<file path="config.mk">
export PLATFORM = sky130hd
export DESIGN_NAME = regfile_wr_arbiter
export DESIGN_NICKNAME = d
export VERILOG_FILES = /design/src/rtl/cpu_defs_pkg.sv /design/src/rtl/rr_picker.sv /design/src/rtl/regfile_wr_arbiter.sv
export SDC_FILE = /design/constraint.sdc
export NUM_CORES = 1
export LEC_CHECK = 0
export BUFFER_PORTS_ARGS = -buffer_cell sky130_fd_sc_hd__clkbuf_2
export CORE_ASPECT_RATIO = 1.1
export CORE_UTILIZATION = 40
export CTS_CLUSTER_SIZE = 30
export DETAILED_ROUTE_END_ITERATION = 10
export HOLD_SLACK_MARGIN = 0.12
export PLACE_DENSITY = 0.71
export SLEW_MARGIN = 20
export SYNTH_ARGS = -nofsm -noshare
export SYNTH_HDL_FRONTEND = slang
export SYNTH_SLANG_ARGS = --single-unit
</file>
<file path="constraint.sdc">
create_clock -name clk -period 3.8 [get_ports clk]
set_clock_uncertainty 0.2 [all_clocks]
set_input_delay 0.76 -clock clk [delete_from_list [all_inputs] [get_ports clk]]
set_output_delay 0.76 -clock clk [all_outputs]
set_load 0.02 [all_outputs]
</file>
<file path="src/rtl/cpu_defs_pkg.sv">
// Shared CPU definitions: register file geometry and write-arbiter FSM states.
package cpu_defs_pkg;
  localparam int DATA_W = 18;
  localparam int ADDR_W = 4;
  localparam logic [ADDR_W-1:0] REG_ZERO = '0;

  typedef enum logic {ARB = 1'b0, LOCKED = 1'b1} arb_state_t;
endpackage

</file>
<file path="src/rtl/rr_picker.sv">
// Combinational round-robin picker: first valid bit at or above ptr, wrapping mod N.
module rr_picker #(
  parameter int N  = 3,
  parameter int PW = (N > 1) ? $clog2(N) : 1
) (
  input  logic [N-1:0]  valid,
  input  logic [PW-1:0] ptr,
  output logic [N-1:0]  grant,
  output logic [PW-1:0] idx
);
  logic          found;
  logic [PW-1:0] j;

  // Scan N positions starting at ptr; the first valid one wins.
  always_comb begin
    grant = '0;
    idx   = '0;
    found = 1'b0;
    j     = '0;
    for (int k = 0; k < N; k++) begin
      j = PW'((int'(ptr) + k) % N);
      if (!found && valid[j]) begin
        found    = 1'b1;
        grant[j] = 1'b1;
        idx      = j;
      end
    end
  end
endmodule

</file>
<file path="src/rtl/regfile_wr_arbiter.sv">
// Round-robin arbiter sharing the register file write port, with owner lock
// for back-to-back multi-register writes and a single registered write slot.
module regfile_wr_arbiter #(
  parameter int N_REQ   = 3,
  parameter int DATA_W  = cpu_defs_pkg::DATA_W,
  parameter int ADDR_W  = cpu_defs_pkg::ADDR_W,
  parameter bit ZERO_RO = 1'b1
) (
  input  logic                      clk,
  input  logic                      reset,
  input  logic [N_REQ-1:0]          req_valid,
  input  logic [N_REQ-1:0]          req_lock,
  input  logic [N_REQ*ADDR_W-1:0]   req_addr,
  input  logic [N_REQ*DATA_W-1:0]   req_data,
  output logic [N_REQ-1:0]          req_ready,
  input  logic                      wr_stall,
  output logic                      wr_en,
  output logic [ADDR_W-1:0]         wr_addr,
  output logic [DATA_W-1:0]         wr_data,
  output logic                      busy
);
  import cpu_defs_pkg::*;

  localparam int PW = $clog2(N_REQ);

  logic [N_REQ-1:0][ADDR_W-1:0] addr_v;
  logic [N_REQ-1:0][DATA_W-1:0] data_v;
  logic [N_REQ-1:0]             cand;
  logic [N_REQ-1:0]             grant;
  logic [PW-1:0]                win_idx;
  logic [PW-1:0]                rr_ptr;
  logic [PW-1:0]                owner;
  arb_state_t                   state;
  logic                         out_valid;
  logic                         slot_free;
  logic                         xfer;
  logic                         win_zero;

  assign addr_v = req_addr;
  assign data_v = req_data;

  // While locked only the owner may compete; the picker then trivially selects it.
  assign cand = (state == LOCKED) ? (req_valid & (N_REQ'(1) << owner)) : req_valid;

  rr_picker #(.N(N_REQ), .PW(PW)) u_pick (
    .valid (cand),
    .ptr   (rr_ptr),
    .grant (grant),
    .idx   (win_idx)
  );

  assign slot_free = ~out_valid | ~wr_stall;
  assign req_ready = slot_free ? grant : '0;
  assign xfer      = |req_ready;
  assign win_zero  = ZERO_RO && (addr_v[win_idx] == ADDR_W'(REG_ZERO));

  assign wr_en = out_valid & ~wr_stall;
  assign busy  = out_valid | (state == LOCKED);

  // Write slot: load on transfer, drain when the register file accepts it.
  always_ff @(posedge clk or posedge reset) begin
    if (reset) begin
      out_valid <= 1'b0;
      wr_addr   <= '0;
      wr_data   <= '0;
    end else if (xfer) begin
      wr_addr   <= addr_v[win_idx];
      wr_data   <= data_v[win_idx];
      out_valid <= ~win_zero;
    end else if (!wr_stall) begin
      out_valid <= 1'b0;
    end
  end

  // Arbitration FSM: pointer advance past the winner and lock ownership tracking.
  always_ff @(posedge clk or posedge reset) begin
    if (reset) begin
      state  <= ARB;
      owner  <= '0;
      rr_ptr <= '0;
    end else if (xfer) begin
      rr_ptr <= (win_idx == PW'(N_REQ - 1)) ? '0 : win_idx + 1'b1;
      if (req_lock[win_idx]) begin
        state <= LOCKED;
        owner <= win_idx;
      end else begin
        state <= ARB;
      end
    end
  end
endmodule
</file>
==> results of run 1 <==
-- worst reg2reg max path, cell delays in order, from the launching register on --
cell,delay [ps]
dfrtp_1,410
inv_1,80
ha_1,330
buf_4,190
and4b_1,190
a211oi_2,200
o32ai_1,120
a221o_1,370
o41ai_4,370
buf_4,290
a211oi_2,90
mux2_1,340
-- registers in the layout (all words and copies together), names as in the netlist --
name,flops
out_valid,1
state,1
owner,2
wr_data,18
wr_addr,4
rr_ptr,2
-- report_power, final --
group	switching, mW	internal (mW)	total (mW)
registers	0.109	0.459	0.569
clock network	0.0894	0.0928	0.182
logic	0.860	0.702	1.56
-- logic make-up (layout without fill, tap and decap cells) --
kind of cell | after synthesis | after routing | share of synthesized area, %
AOI/OAI and AO/OA | 55 | 55 | 18.27
adders and majority gates | 4 | 4 | 2.327
buffers and inverters | 25 | 122 | 6.167
DFF | 28 | 28 | 32.58
muxes | 53 | 53 | 26.64
and+or+nand+nor | 58 | 58 | 14.02
-- how the worst max path moves through the flow --
| stage | start | endpoint |
|---|---|---|
| detailed placement | req_valid[0] | owner[1] |
| finish | rr_ptr[0] | req_ready[0] |
| CTS | rr_ptr[0] | req_ready[0] |
| global placement | req_valid[0] | owner[1] |
| global route | rr_ptr[0] | req_ready[0] |
| floorplan | rr_ptr[0] | wr_data[4] |
-- cell usage in the layout (no fill, tap or decap), types with 5 or more instances in the layout --
cell,n
a21oi_1,9
buf_4,7
clkbuf_2,101
dfrtp_1,28
inv_1,9
mux2_1,17
mux2_2,17
mux2i_1,19
nand2_1,23
nor2_1,5
nor2b_1,5
o21ai_0,21
-- metal layers --
metal | track usage (%) | up-vias
li1 | - | 1005
met1 | 20.99 | 886
met2 | 31.51 | 60
met3 | 1.396 | 5
met4 | 5.098 | 0
met5 | 0 | -
-- layout make-up --
class / instances / area (µm²) / share of cell area, %
sequential: 28 / 700.7 / 25.40
timing repair buffer: 108 / 558.0 / 20.23
tap: 72 / 90.09 / 3.265
inverter: 10 / 37.54 / 1.361
clock buffer: 4 / 55.05 / 1.995
multi-input combinational: 170 / 1318 / 47.75
-- per-stage QoR --
| step | cell area, µm² | worst slack [ps] | power, mW |
|---|---|---|---|
| after floorplan | 2151 | 726.2 | 1.817 |
| after global placement | 2704 | 536.0 | 2.123 |
| after detailed placement | 2704 | 486.9 | 2.154 |
| after CTS | 2759 | 250.4 | 2.341 |
| after global routing | 2759 | 25.48 | 2.502 |
| final | 2759 | 256.1 | 2.314 |
==> impl_metrics.toml, run 1 <==
[cts]
post_cts_resized = 0
cts_buffer_depth = 2
postCtsSetupBuffers = 0
worstSkewPairLatency_ps = 280
cts_tree = "done"
htree_num_levels = 1
numCtsBuffers = 3
root_buffer = "clkbuf_8"
ctsHoldBuffers = 0
clock_sinks = 28
clk_pin_slew_ps = 90

[detailed_routing]
met1_length_um = 2035
initialDrtViolationCount = 132
wl_met2_um = 2579
firstDrtPassIters = 4
ant_nets = 0
wl_per_cell_um = 12.42
vias = 1956
post-route-drc-count = 0
via_per_inst = 4.990
wl_um = 4867
top_layer = "met4"
dr_wl_met3_um = 195

[finish]
stdcell_count = 392
n_antenna_cell = 0
n_fill_cell = 475
nNetsFinal = 400
areaGrowthSynthToFinish_pct = 28.27
postLayoutCoreUtil_pct = 54.08
drive_above_1_share_pct = 42.81

[critical_path]
cp_data_required_time_ps = 2840
slowest_delay_ps = 430
timing.rr.end = "owner[1]"
setup.worst_path.end_class = "output pin"
critical_path_class = "reg -> out"
cp_max_fo = 12
critPathTopFamily = "compound AO/OA/AOI/OAI gates"
r2r_setup_slack_ps = 510
crit_cells = 10
crit_path_start_kind = "register"
cp_slowest_cell = "a221o_1"
cp_common_cell = "a21oi_1"
cp_cell_sequence = "inv_1 > ha_1 > buf_4 > and4b_1 > a211oi_2 > o32ai_1 > a221o_1 > a21oi_1 > a21oi_1 > clkbuf_2"
r2r-start = "rr_ptr[0]"
cp_num_buf_inv = 3
rr_worst_depth = 11
critPathArrivalTime_ps = 2580

[floorplan]
coreArea_mm2 = 0.005101
die_y_um = 78.91
ios = 102
dieWidth_um = 71.92
rows = 27
start_util_pct = 42.16
die-area_mm2 = 0.005674

[logic_synthesis]
postSynth.asyncResetShare_pct = 100.0
synth_area_per_cell_um2 = 9.645
synthDistinctLibCells = 43
synth_warnings = 0
synthesis.area_mm2 = 0.002151
yosys_register_bits = 28
yosysTopAreaCell = "dfrtp_1"
synth.most_common_cell = "dfrtp_1"
seq_area_frac_synth_pct = 32.58
synthCells = 223
synth_area_leaders = "dfrtp_1 33%, mux2_1 8.9%, mux2_2 8.9%"
synth_top_area_share_pct = 32.58
synth_edf_count = 0
synth_ff_type = "dfrtp_1"
synthTopCellsByCount = "28 x dfrtp_1, 23 x nand2_1, 21 x o21ai_0"
synthesis.nets = 302

[timing]
finalHoldViolations = 0
drv_slew = 0
period_share_pct = 93.26
tightestPinTransition_ps = 580.6
holdWs_ps = 294.0
setup_viol = 0
rsz0062_at_grt = "no"
max_freq_ghz = 0.2822
relSlewSlack_pct = 61.29
tns_ps = 0
min_period_ps = 3544

[pwr]
ir_drop_mv = 0.4148
powerDensity_mw_per_mm2 = 838.6
p_leak_nw = 1.333

[placed_design]
dpl.hpwl_um = 3974
io_buffers = 101
gp_congestion = 0.8960
dp_cells = 388

[global_route]
grt_usage_pct = 17.09
grt_overflow = 0
grt_pass1_vias = 1795
grt_max_degree = 29
antenna_found_initial = 0
grt_first_pass_wirelength_um = 7831

[hold_path]
hp-class = "reg -> reg"
hold_end = "wr_data[6]"
worstHoldStart = "wr_data[6]"
hold_depth = 1

[outcome]
outcome = "finished, final reports clean"

[flow_run]
drv_cap = 0
Power figures use the tool's default switching activity.
==> run 2: changes to the inputs <==
CORE_UTILIZATION = 48   (was 40)
CTS_BUF_LIST = sky130_fd_sc_hd__clkbuf_4 sky130_fd_sc_hd__clkbuf_8   (was unset)
PLACE_DENSITY = 0.82   (was 0.71)
SLEW_MARGIN = unset   (was 20)
==> run 2 against run 1 <==
- register-to-register slack got worse by 20 ps
- design area up 0.23%
- sequential share of layout area down 0.057 points
- critical path depth down 1
- first-iteration DRC count shrank 33%
==> impl_metrics.toml, run 2 (synthesis results as in run 1) <==
[floorplan]
ios = 102
coreArea_mm2 = 0.004285
die_y_um = 72.21
dieWidth_um = 65.83
rows = 25
die-area_mm2 = 0.004753
start_util_pct = 50.19

[critical_path]
rr_worst_depth = 10
cp_max_fo = 5
setup.worst_path.end_class = "output pin"
cp_data_required_time_ps = 2840
cp_common_cell = "a21oi_1"
cp_slowest_cell = "a221o_1"
critical_path_class = "reg -> out"
timing.rr.end = "owner[1]"
r2r_setup_slack_ps = 490
slowest_delay_ps = 440
crit_path_start_kind = "register"
cp_cell_sequence = "inv_1 > ha_1 > mux2_2 > a211oi_2 > o32ai_1 > a221o_1 > a21oi_1 > a21oi_1 > clkbuf_2"
critPathArrivalTime_ps = 2630
r2r-start = "rr_ptr[0]"

[cts]
cts_buffer_depth = 2
clk_pin_slew_ps = 100
postCtsSetupBuffers = 0
htree_num_levels = 1
worstSkewPairLatency_ps = 270
post_cts_resized = 0
root_buffer = "clkbuf_8"
numCtsBuffers = 3
clock_sinks = 28
cts_tree = "done"
ctsHoldBuffers = 0

[finish]
largest_register_ffs = 18
final_common_cell = "clkbuf_2"
layout_common_cells = "101 x clkbuf_2, 28 x dfrtp_1, 23 x nand2_1"
drive_above_1_share_pct = 42.50
n_antenna_cell = 0
areaGrowthSynthToFinish_pct = 28.56
top_regs = "wr_data: 18 flops, wr_addr: 4 flops"
top_register = "wr_data"
nNetsFinal = 400
final_area_mm2 = 0.002765

[placed_design]
gp_congestion = 0.8845
pre_cts_slack_ps = 516.0
dpl.hpwl_um = 4098
io_buffers = 101
dpl_cell_area_mm2 = 0.002694

[detailed_routing]
via_per_inst = 5.543
post-route-drc-count = 0
wl_per_cell_um = 13.50
wl_um = 5050
initialDrtViolationCount = 89
vias = 2073
firstDrtPassIters = 4
ant_nets = 0

[timing]
finalHoldViolations = 0
tns_ps = 0
period_share_pct = 94.52
rsz0062_at_grt = "no"
drv_slew = 0
relSlewSlack_pct = 32.58
min_period_ps = 3592
max_freq_ghz = 0.2784
timing.final.ws_setup_ps = 208.3
setup_viol = 0
tightestPinTransition_ps = 1010

[pwr]
p_switching_mw = 1.083
intPower_mw = 1.325
pwr-share-comb_pct = 66.7
ir_drop_mv = 0.4242
swShare_pct = 44.97
powerDensity_mw_per_mm2 = 870.7
p_total_mw = 2.408
p_leak_nw = 1.347
p_clk_share_pct = 9.7
pwr-share-seq_pct = 23.7

[global_route]
grt_first_pass_wirelength_um = 8452
grt_usage_pct = 22.40
grt_pass1_vias = 2008
antenna_found_initial = 0
grt_overflow = 0
grt_max_degree = 30

[flow_run]
drv_cap = 0

[hold_path]
hold_depth = 1
worstHoldStart = "wr_data[8]"
hp-class = "reg -> reg"
hold_end = "wr_data[8]"

[outcome]
outcome = "finished, final reports clean"
==> run 2: cell types whose count changed in the layout (fill, tap and decap cells not counted) <==
| cell | previous run | this run |
|---|---|---|
| buf_12 | 0 | 1 |
| buf_4 | 7 | 6 |
| bufinv_16 | 0 | 1 |
| clkbuf_8 | 4 | 3 |
| inv_1 | 9 | 10 |
| inv_2 | 1 | 0 |
==> run 2: critical path, delay by kind of cell (launching register included) <==
kind,cells,cell delay [ps]
AO/OA/AOI/OAI,5,1000
adder cells (fa/ha/maj),1,370
flip-flops,1,400
buffers and inverters,2,220
multiplexers,1,360
==> run 2: cell type report <==
| cell class | count | area (µm²) |
|---|---|---|
| sequential | 28 | 700.7 |
| fill | 329 | 1520 |
| inverter | 10 | 37.54 |
| clock buffer | 3 | 41.29 |
| clock inverter | 1 | 30.03 |
| tap | 54 | 67.56 |
| timing repair buffer | 108 | 570.5 |
| multi-input combinational | 170 | 1318 |
==> run 2: power groups by stage <==
stage | Sequential, mW | Combinational [mW] | Clock (mW)
after floorplan | 0.691 | 1.13 | 0
after global placement | 0.569 | 1.57 | 0
after detailed placement | 0.573 | 1.61 | 0
after CTS | 0.569 | 1.62 | 0.235
after global routing | 0.592 | 1.75 | 0.249
final | 0.570 | 1.60 | 0.233
==> run 2: worst max path at each step <==
stage                        end         start  cells after the start  slack (ps)
floorplan             wr_data[4]     rr_ptr[0]                     10         730
global placement    req_ready[0]  req_valid[1]                      8         540
detailed placement      owner[1]     rr_ptr[0]                     10         520
CTS                 req_ready[0]     rr_ptr[0]                      9         220
global route        req_ready[0]     rr_ptr[0]                      9          40
finish              req_ready[0]     rr_ptr[0]                      9         210
==> run 2: through the flow <==
stage	utilization, %	hold WS, ps	cells
global route	64.53	308.9	374
finish	64.53	298.5	374
detailed placement	62.86	280.0	370
global placement	62.86	274.4	370
floorplan	-	300.3	223
CTS	64.53	302.5	374
==> run 2: routing by layer <==
layer	GRT usage, %	up-vias	share of wire (%)
met4	7.246	0	2.1
met2	41.04	95	51
met1	26.15	958	40
met3	3.616	13	6.5
li1	-	1007	-
met5	0	-	0
==> run 3: changes to the inputs <==
MAX_ROUTING_LAYER = met4   (was unset)
PLACE_DENSITY = 0.87   (was 0.82)
==> run 3 against run 2 <==
- clock power is 23% lower
- setup slack better by 7.3 ps
- largest cell class unchanged
- flip-flop and latch count unchanged
- largest power group unchanged
- highest routed layer unchanged
==> impl_metrics.toml, run 3 (synthesis results as in run 1) <==
[outcome]
outcome = "finished, final reports clean"

[placed_design]
dpl_cell_area_mm2 = 0.002679
dpl.hpwl_um = 3976
io_buffers = 101
pre_cts_slack_ps = 375.7
dp_cells = 368
gp_congestion = 1.008

[timing]
tns_ps = 0
timing.final.ws_setup_ps = 215.6
tightestPinTransition_ps = 1034
setup_viol = 0
finalHoldViolations = 0
period_share_pct = 94.33
max_freq_ghz = 0.2790
relSlewSlack_pct = 31.00
rsz0062_at_grt = "no"
drv_slew = 0
min_period_ps = 3584
holdWs_ps = 296.0

[global_route]
grt_util_met2_pct = 39.23
grt_first_pass_wirelength_um = 8004
grt_pass1_vias = 1911
grt_most_used_layer = "met2"
antenna_found_initial = 0
grt_usage_pct = 21.94
grt_overflow = 0
met3_usage_pct = 3.302
globalRouteMet1Util_pct = 25.03
grt_max_degree = 30

[pwr]
powerDensity_mw_per_mm2 = 853.3
p_leak_nw = 1.329
ir_drop_mv = 0.4391

[detailed_routing]
wl_um = 4915
via_per_inst = 5.358
wl_per_cell_um = 13.21
vias = 1993
post-route-drc-count = 0
firstDrtPassIters = 4
initialDrtViolationCount = 159
ant_nets = 0

[floorplan]
ios = 102
rows = 25
die-area_mm2 = 0.004753
die_y_um = 72.21
dieWidth_um = 65.83
coreArea_mm2 = 0.004285
start_util_pct = 50.19

[cts]
clock_sinks = 28
worstSkewPairLatency_ps = 270
postCtsSetupBuffers = 0
cts_tree = "done"
htree_num_levels = 1
numCtsBuffers = 3
root_buffer = "clkbuf_8"
cts_buffer_depth = 2
clk_pin_slew_ps = 90

[finish]
final_common_cell = "clkbuf_2"
top_register = "wr_data"
nNetsFinal = 398
final_area_mm2 = 0.002746
n_fill_cell = 352
areaGrowthSynthToFinish_pct = 27.69
largest_register_ffs = 18
n_antenna_cell = 0
seq_area_um2 = 700.7
top_regs = "wr_data: 18 flops, wr_addr: 4 flops"
stdcell_count = 372
multi_input_area_mm2 = 0.001330
drive_above_1_share_pct = 42.45
layout_common_cells = "101 x clkbuf_2, 28 x dfrtp_1, 23 x nand2_1"

[flow_run]
drv_cap = 0

[critical_path]
cp_max_fo = 13
cp_common_cell = "a21oi_1"
crit_path_start_kind = "register"
setup.worst_path.end_class = "output pin"
critPathArrivalTime_ps = 2620
cp_slowest_cell = "a221o_1"
cp_cell_sequence = "inv_1 > ha_4 > mux2_2 > a211oi_2 > o32ai_1 > a221o_1 > a21oi_1 > a21oi_1 > clkbuf_2"
slowest_delay_ps = 440
cp_data_required_time_ps = 2840
critical_path_class = "reg -> out"

[hold_path]
hp-class = "reg -> reg"
run 3: cell count changes in the layout (fill, tap and decap cells not counted), sizes merged:
cell	change
buf	-2
bufinv	-1
clkbuf	+1
run 3: layout make-up:
type | count | area share [%]
Tap cell | 54 | 2.460
Multi-Input combinational cell | 170 | 48.43
Inverter | 10 | 1.367
Clock buffer | 4 | 2.005
Timing Repair Buffer | 106 | 20.23
Sequential cell | 28 | 25.51
run 3: per-stage QoR:
stage                     power (mW)  utilization [%]
final                          2.343            64.09
after global routing           2.530            64.09
after CTS                      2.344            63.80
after detailed placement       2.157            62.51
after global placement         2.104            62.51
after floorplan                1.817                -
run 3: layer usage:
layer	share of wire, %	wire length, µm
met5	0	0
met4	0.85	42
met3	5.3	261
met2	52	2534
met1	42	2075
run 3: worst max-delay path: cells and delay by family, from the launching register on:
kind | cells | cell delay (ps)
AOI/OAI and AO/OA | 5 | 1020
adders and majority gates | 1 | 330
buffers and inverters | 2 | 250
DFF | 1 | 400
muxes | 1 | 350
run 3: final timing paths:
| kind | startpoint | to | slack [ps] | cells after the start |
|---|---|---|---|---|
| min reg2reg | wr_data[8] | wr_data[8] | 300 | 1 |
| max reg2reg | rr_ptr[0] | owner[1] | 520 | 10 |
| min in group asynchronous | reset | wr_addr[2] | 510 | 2 |
| min | wr_data[8] | wr_data[8] | 300 | 1 |
| max | rr_ptr[0] | req_ready[0] | 220 | 9 |
| max in group asynchronous | reset | rr_ptr[1] | 2270 | 2 |
run 3: where the power goes:
part	switching, mW	total, mW	internal (mW)	leakage [nW]
Clock	0.0876	0.180	0.0926	0.0288
Combinational	0.867	1.59	0.724	0.965
Sequential	0.113	0.572	0.459	0.335
run 3: timing repair:
action                                  in CTS  in global routing
endpoints found under the setup margin       0                  1
resized for setup                            0                  2
hold buffers                                 0                  0
